## src/rtl/wifi_phy_pkg.sv

```systemverilog
// Shared WiFi PHY definitions: serializer FSM encoding and default FIFO word width.
package wifi_phy_pkg;

    localparam int unsigned DEFAULT_DATA_WIDTH = 32;

    typedef enum logic [1:0] {
        StIdle  = 2'd0,
        StFetch = 2'd1,
        StShift = 2'd2,
        StDone  = 2'd3
    } ser_state_e;

endpackage

```

## src/rtl/ser_shift_reg.sv

```systemverilog
// Loadable serializer shift register; bit order set by FIFO_RD_SER_MSB_FIRST_EN
// (defined: MSB first, shift left; undefined: LSB first, shift right).
module ser_shift_reg #(
    parameter int unsigned WIDTH = 32
) (
    input  logic             R_CLK,
    input  logic             R_rst_n,
    input  logic             load,
    input  logic             shift,
    input  logic [WIDTH-1:0] din,
    output logic             dout
);

    logic [WIDTH-1:0] shreg_q;

    always_ff @(posedge R_CLK or negedge R_rst_n) begin
        if (!R_rst_n) begin
            shreg_q <= '0;
        end else if (load) begin
            shreg_q <= din;
        end else if (shift) begin
`ifdef FIFO_RD_SER_MSB_FIRST_EN
            shreg_q <= {shreg_q[WIDTH-2:0], 1'b0};
`else
            shreg_q <= {1'b0, shreg_q[WIDTH-1:1]};
`endif
        end
    end

    always_comb begin
`ifdef FIFO_RD_SER_MSB_FIRST_EN
        dout = shreg_q[WIDTH-1];
`else
        dout = shreg_q[0];
`endif
    end

endmodule

```

## src/rtl/fifo_rd_serializer.sv

```systemverilog
// Pops words from the TX async FIFO and serialises data_size bits into the PHY bit chain.
// Bit order follows FIFO_RD_SER_MSB_FIRST_EN (see ser_shift_reg).
module fifo_rd_serializer
    import wifi_phy_pkg::*;
#(
    parameter int unsigned DATA_WIDTH = DEFAULT_DATA_WIDTH,
    parameter int unsigned SIZE_WIDTH = 32
) (
    input  logic                  R_CLK,
    input  logic                  R_rst_n,
    input  logic                  start,
    input  logic                  abort,
    input  logic [SIZE_WIDTH-1:0] data_size,
    input  logic                  R_empty,
    input  logic [DATA_WIDTH-1:0] R_data,
    output logic                  R_inc,
    output logic                  bit_out,
    output logic                  bit_valid,
    input  logic                  bit_ready,
    output logic                  busy,
    output logic                  done
);

    localparam int unsigned WORD_CNT_WIDTH = $clog2(DATA_WIDTH) + 1;
    localparam logic [WORD_CNT_WIDTH-1:0] FULL_WORD_CNT = WORD_CNT_WIDTH'(DATA_WIDTH);
    localparam logic [SIZE_WIDTH-1:0] FULL_WORD_BITS = SIZE_WIDTH'(DATA_WIDTH);

    ser_state_e state_q, state_d;

    logic [SIZE_WIDTH-1:0]     rem_bits_q, rem_bits_d;
    logic [WORD_CNT_WIDTH-1:0] word_bits_q, word_bits_d;
    logic                      load, shift, shreg_bit;

    always_ff @(posedge R_CLK or negedge R_rst_n) begin
        if (!R_rst_n) begin
            state_q <= StIdle;
        end else begin
            state_q <= state_d;
        end
    end

    always_comb begin
        state_d = state_q;
        case (state_q)
            StIdle: begin
                if (start) begin
                    state_d = (data_size == '0) ? StDone : StFetch;
                end
            end
            StFetch: begin
                if (abort) begin
                    state_d = StIdle;
                end else if (!R_empty) begin
                    state_d = StShift;
                end
            end
            StShift: begin
                if (abort) begin
                    state_d = StIdle;
                end else if (bit_ready && word_bits_q == WORD_CNT_WIDTH'(1)) begin
                    state_d = (rem_bits_q == SIZE_WIDTH'(1)) ? StDone : StFetch;
                end
            end
            StDone: begin
                state_d = StIdle;
            end
            default: begin
                state_d = StIdle;
            end
        endcase
    end

    always_comb begin
        R_inc     = (state_q == StFetch) && !R_empty && !abort;
        bit_valid = (state_q == StShift);
        bit_out   = bit_valid && shreg_bit;
        busy      = (state_q != StIdle);
        done      = (state_q == StDone) && !abort;
        load      = R_inc;
        // An aborted cycle consumes nothing even if the handshake completes.
        shift     = bit_valid && bit_ready && !abort;
    end

    always_comb begin
        rem_bits_d  = rem_bits_q;
        word_bits_d = word_bits_q;
        if (state_q == StIdle && start) begin
            rem_bits_d = data_size;
        end
        if (load) begin
            word_bits_d = (rem_bits_q >= FULL_WORD_BITS) ? FULL_WORD_CNT
                                                         : WORD_CNT_WIDTH'(rem_bits_q);
        end
        if (shift) begin
            rem_bits_d  = rem_bits_q - SIZE_WIDTH'(1);
            word_bits_d = word_bits_q - WORD_CNT_WIDTH'(1);
        end
    end

    always_ff @(posedge R_CLK or negedge R_rst_n) begin
        if (!R_rst_n) begin
            rem_bits_q  <= '0;
            word_bits_q <= '0;
        end else begin
            rem_bits_q  <= rem_bits_d;
            word_bits_q <= word_bits_d;
        end
    end

    ser_shift_reg #(
        .WIDTH (DATA_WIDTH)
    ) u_shreg (
        .R_CLK   (R_CLK),
        .R_rst_n (R_rst_n),
        .load    (load),
        .shift   (shift),
        .din     (R_data),
        .dout    (shreg_bit)
    );

endmodule

```

## config.mk

```make
export PLATFORM = sky130hd
export DESIGN_NAME = fifo_rd_serializer
export DESIGN_NICKNAME = d
export VERILOG_FILES = /design/src/rtl/wifi_phy_pkg.sv /design/src/rtl/ser_shift_reg.sv /design/src/rtl/fifo_rd_serializer.sv
export SDC_FILE = /design/constraint.sdc
export NUM_CORES = 1
export LEC_CHECK = 0
export ABC_AREA = 1
export CORE_AREA = 2 2 135 137
export CTS_BUF_LIST = sky130_fd_sc_hd__clkbuf_8
export CTS_CLUSTER_DIAMETER = 80
export CTS_CLUSTER_SIZE = 14
export DETAILED_ROUTE_END_ITERATION = 12
export DIE_AREA = 0 0 137 139
export GPL_TIMING_DRIVEN = 0
export PLACE_DENSITY_LB_ADDON = 0.25
export SLEW_MARGIN = 0
export SYNTH_ARGS = -nofsm -noshare
export SYNTH_HDL_FRONTEND = slang
export SYNTH_SLANG_ARGS = --single-unit
export TNS_END_PERCENT = 20
```

## constraint.sdc

```tcl
create_clock -name R_CLK -period 2.5 [get_ports R_CLK]
set_clock_uncertainty 0.2 [all_clocks]
set_input_delay 0.5 -clock R_CLK [delete_from_list [all_inputs] [get_ports R_CLK]]
set_output_delay 0.5 -clock R_CLK [all_outputs]
set_load 0.1 [all_outputs]
```

Word-level counts from Yosys, hierarchy flattened
Cells that the tools add are included.
{"block": "totals", "reg_bits": 72, "input_bits": 70, "out_inout_bits": 5, "word_cells": 46}
{"block": "classes", "add_sub_neg": 2, "order_cmp": 1, "eq_ne": 8, "n_mux": 15, "reduce_logical": 16}
{"cell": "two-way mux 32 bit", "count": 4}
{"cell": "== test 32 x 1 -> 1 bit (second input constant)", "count": 1}
{"cell": ">= comparator 32 x 6 -> 1 bit (second input constant)", "count": 1}
{"cell": "zero test 32 bit", "count": 1}
{"cell": "subtractor 32 x 1 -> 32 bit (second input constant)", "count": 1}
{"cell": "two-way mux 6 bit", "count": 3}
{"cell": "two-way mux 2 bit", "count": 7}
{"cell": "logical AND 1 bit", "count": 8}
{"cell": "one-hot mux 2 bit (4 select lines)", "count": 1}
{"cell": "== test 6 x 1 -> 1 bit (second input constant)", "count": 1}
{"cell": "nonzero test 2 bit", "count": 3}
{"cell": "subtractor 6 x 1 -> 6 bit (second input constant)", "count": 1}
{"cell": "== test 2 bit (second input constant)", "count": 2}
{"cell": "inequality test 3 x 2 -> 1 bit (second input constant)", "count": 1}
{"cell": "inequality test 3 bit (second input constant)", "count": 1}
{"cell": "AND reduction 3 bit", "count": 1}
{"cell": "== test 2 x 1 -> 1 bit (second input constant)", "count": 1}
{"cell": "zero test 1 bit", "count": 2}
{"cell": "zero test 2 bit", "count": 1}
{"cell": "inequality test 2 bit (second input constant)", "count": 1}

Logic depth before layout (Yosys ltp)
{"block": "depth", "depth_word": 5, "mapped_depth": 10, "ltp_nobuf": 10}

Hierarchy
Synthesis repeated with hierarchy kept, for this count alone.
{"block": "hier_totals", "hier_cells": 684, "hier_area_um2": 4634.4}
{"mod": "fifo_rd_serializer", "instances": 1, "cells_each": 510, "area_per_inst_um2": 3153.0, "seq_area_each_um2": 1001.0}
{"mod": "ser_shift_reg", "instances": 1, "cells_each": 174, "area_per_inst_um2": 1481.4, "seq_area_each_um2": 800.8}

Worst setup path after synthesis
No wires, ideal clock.
{"block": "synth_timing", "path_kind": "input to output", "from": "input port abort", "to": "output port done", "t_arrival_ns": 2.598, "t_required_ns": 1.800, "setup_slack_ns": -0.798, "path_stages": 1, "n_path_buf": 0, "cell_sequence": "nor3_1"}
{"block": "synth_between", "elab_chain_cells": 2}
{"item": "start, declared", "line_no": "fifo_rd_serializer.sv:12", "rtl": "input logic abort,"}
{"item": "zero test 1 bit", "line_no": "fifo_rd_serializer.sv:78", "rtl": "done = (state_q == StDone) && !abort;"}
{"item": "logical AND 1 bit", "line_no": "fifo_rd_serializer.sv:78"}
{"item": "end, declared", "line_no": "fifo_rd_serializer.sv:21", "rtl": "output logic done"}
No other way between the ends.

Worst setup path after layout
{"block": "layout_timing", "from": "register state_q[0]", "to": "output port bit_out"}
{"block": "layout_between", "elab_chain_cells": 2}
{"item": "start, declared", "line_no": "fifo_rd_serializer.sv:28", "rtl": "ser_state_e state_q, state_d;"}
{"item": "start signal, assigned", "line_no": "fifo_rd_serializer.sv:36", "rtl": "state_q <= StIdle;"}
{"item": "start signal, assigned", "line_no": "fifo_rd_serializer.sv:38", "rtl": "state_q <= state_d;"}
{"item": "== test 2 bit", "line_no": "fifo_rd_serializer.sv:75", "rtl": "bit_valid = (state_q == StShift);"}
{"item": "logical AND 1 bit", "line_no": "fifo_rd_serializer.sv:76", "rtl": "bit_out = bit_valid && shreg_bit;"}
{"item": "end, declared", "line_no": "fifo_rd_serializer.sv:17", "rtl": "output logic bit_out,"}
No other way between the ends.

==> metrics.md <==
| Metric | Value |
|---|---|
| Result of the run | `completed` |
| Fraction of layout instances using a drive strength above 1 | `0.0772` |
| Cells along the critical path | `inv_2, nand2_1, nor2_1, clkdlybuf4s15_2` |
| Register-to-register path setup slack | `0.16 ns` |
| Routability-driven placement congestion ratio | `0.881` |
| Worst slack on hold paths | `0.325 ns` |
| Clock edge transition at the registers on the reported setup and hold paths | `0.08 ns` |
| Worst skew pair latency | `0.37 ns` |
| Routed met2 length | `6.48 mm` |
| Post-synth net total | `747` |
| Wire length per cell | `14.4 microns` |
| Pins over their slew limit | `0` |
| Total Die Area | `19,000 sq um` |
| Placement-stage worst setup slack | `-1.25 ns` |
| Clock buffer count from CTS | `9` |
| Max Clk Rate | `0.415 GHz` |
| Pin count of the biggest net entering global routing | `60` |
| Post-route minimum period | `2.41 ns` |
| Number of detailed-routing iterations run before antenna repair | `5` |
| Part of the Yosys area used for sequential elements | `0.400` |
| Signal arrival time at the worst endpoint | `1.71 ns` |
| Count of filler cells inserted in the layout | `2,022` |
| Slew at the pin with the worst max-slew slack | `0.675 ns` |
| Horizontal extent of the die | `137 microns` |
| Cell types occupying the most area after synthesis | `dfrtp_1 (40%), nand2_1 (17%), nor2_1 (10%)` |
| Slowest library cell on the worst path | `clkdlybuf4s15_2` |
| TritonCTS clock tree | `done` |
| Worst-case vdd ir drop | `0.000628 V` |
| Post-route DRC | `0` |
| Post-layout utilization of the core | `0.328` |
| Min-delay src | `u_shreg.shreg_q[24]` |
| Reg-to-Reg End | `rem_bits_q[9]` |
| Placeable Area | `17,700 sq um` |
| Via count of the first global-routing pass | `4,432` |
| All-layer global routing usage | `0.157` |
| Crit. End Element | `primary output` |
| Longest individual stage delay on the worst path | `0.57 ns` |
| Final setup fails | `0` |
| Number of placed I/O pins | `75` |
| Count of input and output buffers | `74` |
| Synthesis Warnings | `0` |
| Smallest setup slack after layout | `0.0905 ns` |
| Cells after Synth | `673` |
| Worst hold path class | `reg -> reg` |
| Number of sinks driven by the clock tree | `72` |
| Initial Utilization | `0.255` |
| Crit path from | `state_q[0]` |
| Crit-path max FO | `3` |
| Required time reported for the critical path endpoint | `1.80 ns` |
| Type of origin of the critical path | `flop` |
| RSZ-0062 raised after global routing | `false` |
| DR iter-0 viols | `298` |
| Distinct cell type count of the synthesized netlist | `32` |
| Post-CTS setup buffer count | `0` |
| Share of Yosys cell area claimed by the top area cell type | `0.400` |
| Worst setup path category | `reg -> out` |
| Die height | `139 microns` |
| Logic depth of the worst register-to-register path | `7` |
| Design Area, Final | `5790 sq um` |
| Clk buf depth | `2` |
| Max-capacitance violation count | `0` |
| Placement row count | `49` |
| Count of endpoints failing hold in the final timing report | `0` |
| Number of H-tree levels | `3` |
| Routed via count | `4,567` |
| Antenna violations before repair | `1` |
| Residual overflow from global routing | `0` |
| Final net count | `833` |
| Post-DR vias/cell | `4.59` |
| Worst slew margin relative to its limit | `0.550` |
| DP HPWL | `10.8 mm` |
| Fin crit share | `0.964` |
| Worst setup path endpoint | `bit_out` |
| Worst R2R Start | `state_q[1]` |
| Power per cell area | `1020 nW/um^2` |
| Static Leak | `0.00258 uW` |
| Root Buffer Master | `clkbuf_8` |
| Met3 routed WL | `700 microns` |
| Remaining number of nets flagged by the antenna check after routing | `0` |
| Routed wire length | `14.3 mm` |
| Wire length of the first global-routing pass | `23.1 mm` |
| Post-placement cell area | `5560 sq um` |
| Number of register bits inferred by synthesis | `72` |
| Signed area change from the synthesized netlist to the final layout | `28.6%` |
| Cell taking the most area after synthesis | `dfrtp_1` |
| Mapped Area | `4500 sq um` |
| Highest signal layer in the routed design | `met4` |
| Post-route met1 wirelength | `6.88 mm` |
| Post-Synthesis Mean Instance Area | `6.69 sq um` |
## critical path: cells and delay by family (launching register included)
kind / cells / cell delay (ns)
flops: 1 / 0.42
simple gates: 2 / 0.22
buf+inv: 2 / 0.68
## flip-flops by register name (all words and copies together), names as in the netlist
name,flops
state_q,2
rem_bits_q,32
word_bits_q,6
u_shreg.shreg_q,32
## cell usage in the layout, fill, tap and decap left out, types with 2 or more instances in the layout
cell type,count
xor2_1,7
clkdlybuf4s15_2,2
dfrtp_1,72
ha_1,4
nand4_1,12
o21ai_0,52
nor2_1,121
nand2_1,205
inv_1,58
a21oi_1,32
clkinv_2,2
buf_2,12
or2_2,2
clkbuf_2,2
clkdlybuf4s50_1,67
nor3_1,4
bufinv_16,2
buf_6,2
xnor2_1,2
nand3_1,37
buf_4,4
o211ai_1,7
o22ai_1,8
nor3_2,3
a31oi_1,2
nor2_4,2
nand2_2,3
clkbuf_1,7
clkbuf_8,9
nor2_2,6
## synthesized netlist by cell type, drive strengths merged
| cell | n |
|---|---|
| dfrtp | 72 |
| nand2 | 208 |
| inv | 60 |
| nand3 | 37 |
| o211ai | 7 |
| o21ai | 53 |
| clkbuf | 8 |
| o221ai | 1 |
| xnor2 | 2 |
| ha | 4 |
| a221oi | 1 |
| a21boi | 1 |
| nor2 | 129 |
| a21oi | 32 |
| o21bai | 1 |
| buf | 17 |
| xor2 | 7 |
| nor3 | 8 |
| nand4 | 12 |
| a31oi | 2 |
| or2 | 2 |
| o21a | 1 |
| o22ai | 8 |
## power breakdown
group	switching [uW]	total (uW)	internal, uW
logic	1630	2560	935
registers	529	2280	1750
clock network	505	1070	564
total	2660	5910	3250
## cell type report
class	instances	area (sq um)	share of cell area
Antenna cell	1	2.50	0.000432
Buffer	24	131	0.0227
Clock buffer	9	124	0.0214
Clock inverter	7	95.1	0.0164
Inverter	60	228	0.0393
Multi-Input combinational cell	516	2350	0.406
Sequential cell	72	1800	0.311
Tap cell	229	287	0.0495
Timing Repair Buffer	76	772	0.133
## per-layer routing
layer | vias up | track usage
met2 | 99 | 0.246
met3 | 20 | 0.0369
met1 | 2116 | 0.215
met5 | - | 0
li1 | 2332 | -
met4 | 0 | 0.0440
## stage by stage
step | setup TNS, ns | power [uW] | cells
after CTS | -0.154 | 5980 | 993
after detailed placement | -2.03 | 4880 | 977
after floorplan | 0 | 4080 | 673
after global placement | -152.22 | 4850 | 976
final | 0 | 5910 | 994
after global routing | 0 | 6480 | 994
## worst min path at each step
stage	endpoint	slack, ns	cells after the start
after floorplan	rem_bits_q[0]	0.004	0
after global placement	u_shreg.shreg_q[3]	0.30	2
after detailed placement	rem_bits_q[17]	0.18	1
after CTS	rem_bits_q[29]	0.32	2
after global routing	rem_bits_q[14]	0.33	2
final	u_shreg.shreg_q[24]	0.32	2
## repair_timing
item,4_1_cts,5_1_grt
hold buffers,1,0
endpoints found under the setup margin,5,2
endpoints found under the hold margin,13,0
resized for setup,21,4
pin swaps,1,0
## cell families after synthesis
logic type               Yosys count  share of synthesized area
AO/OA/AOI/OAI                    107                      0.129
XOR/XNOR                           9                     0.0175
adder cells (fa/ha/maj)            4                     0.0111
buffers and inverters             85                     0.0803
flip-flops                        72                      0.400
AND/OR/NAND/NOR                  396                      0.362
Note: power is estimated with default switching activity, not from simulation.
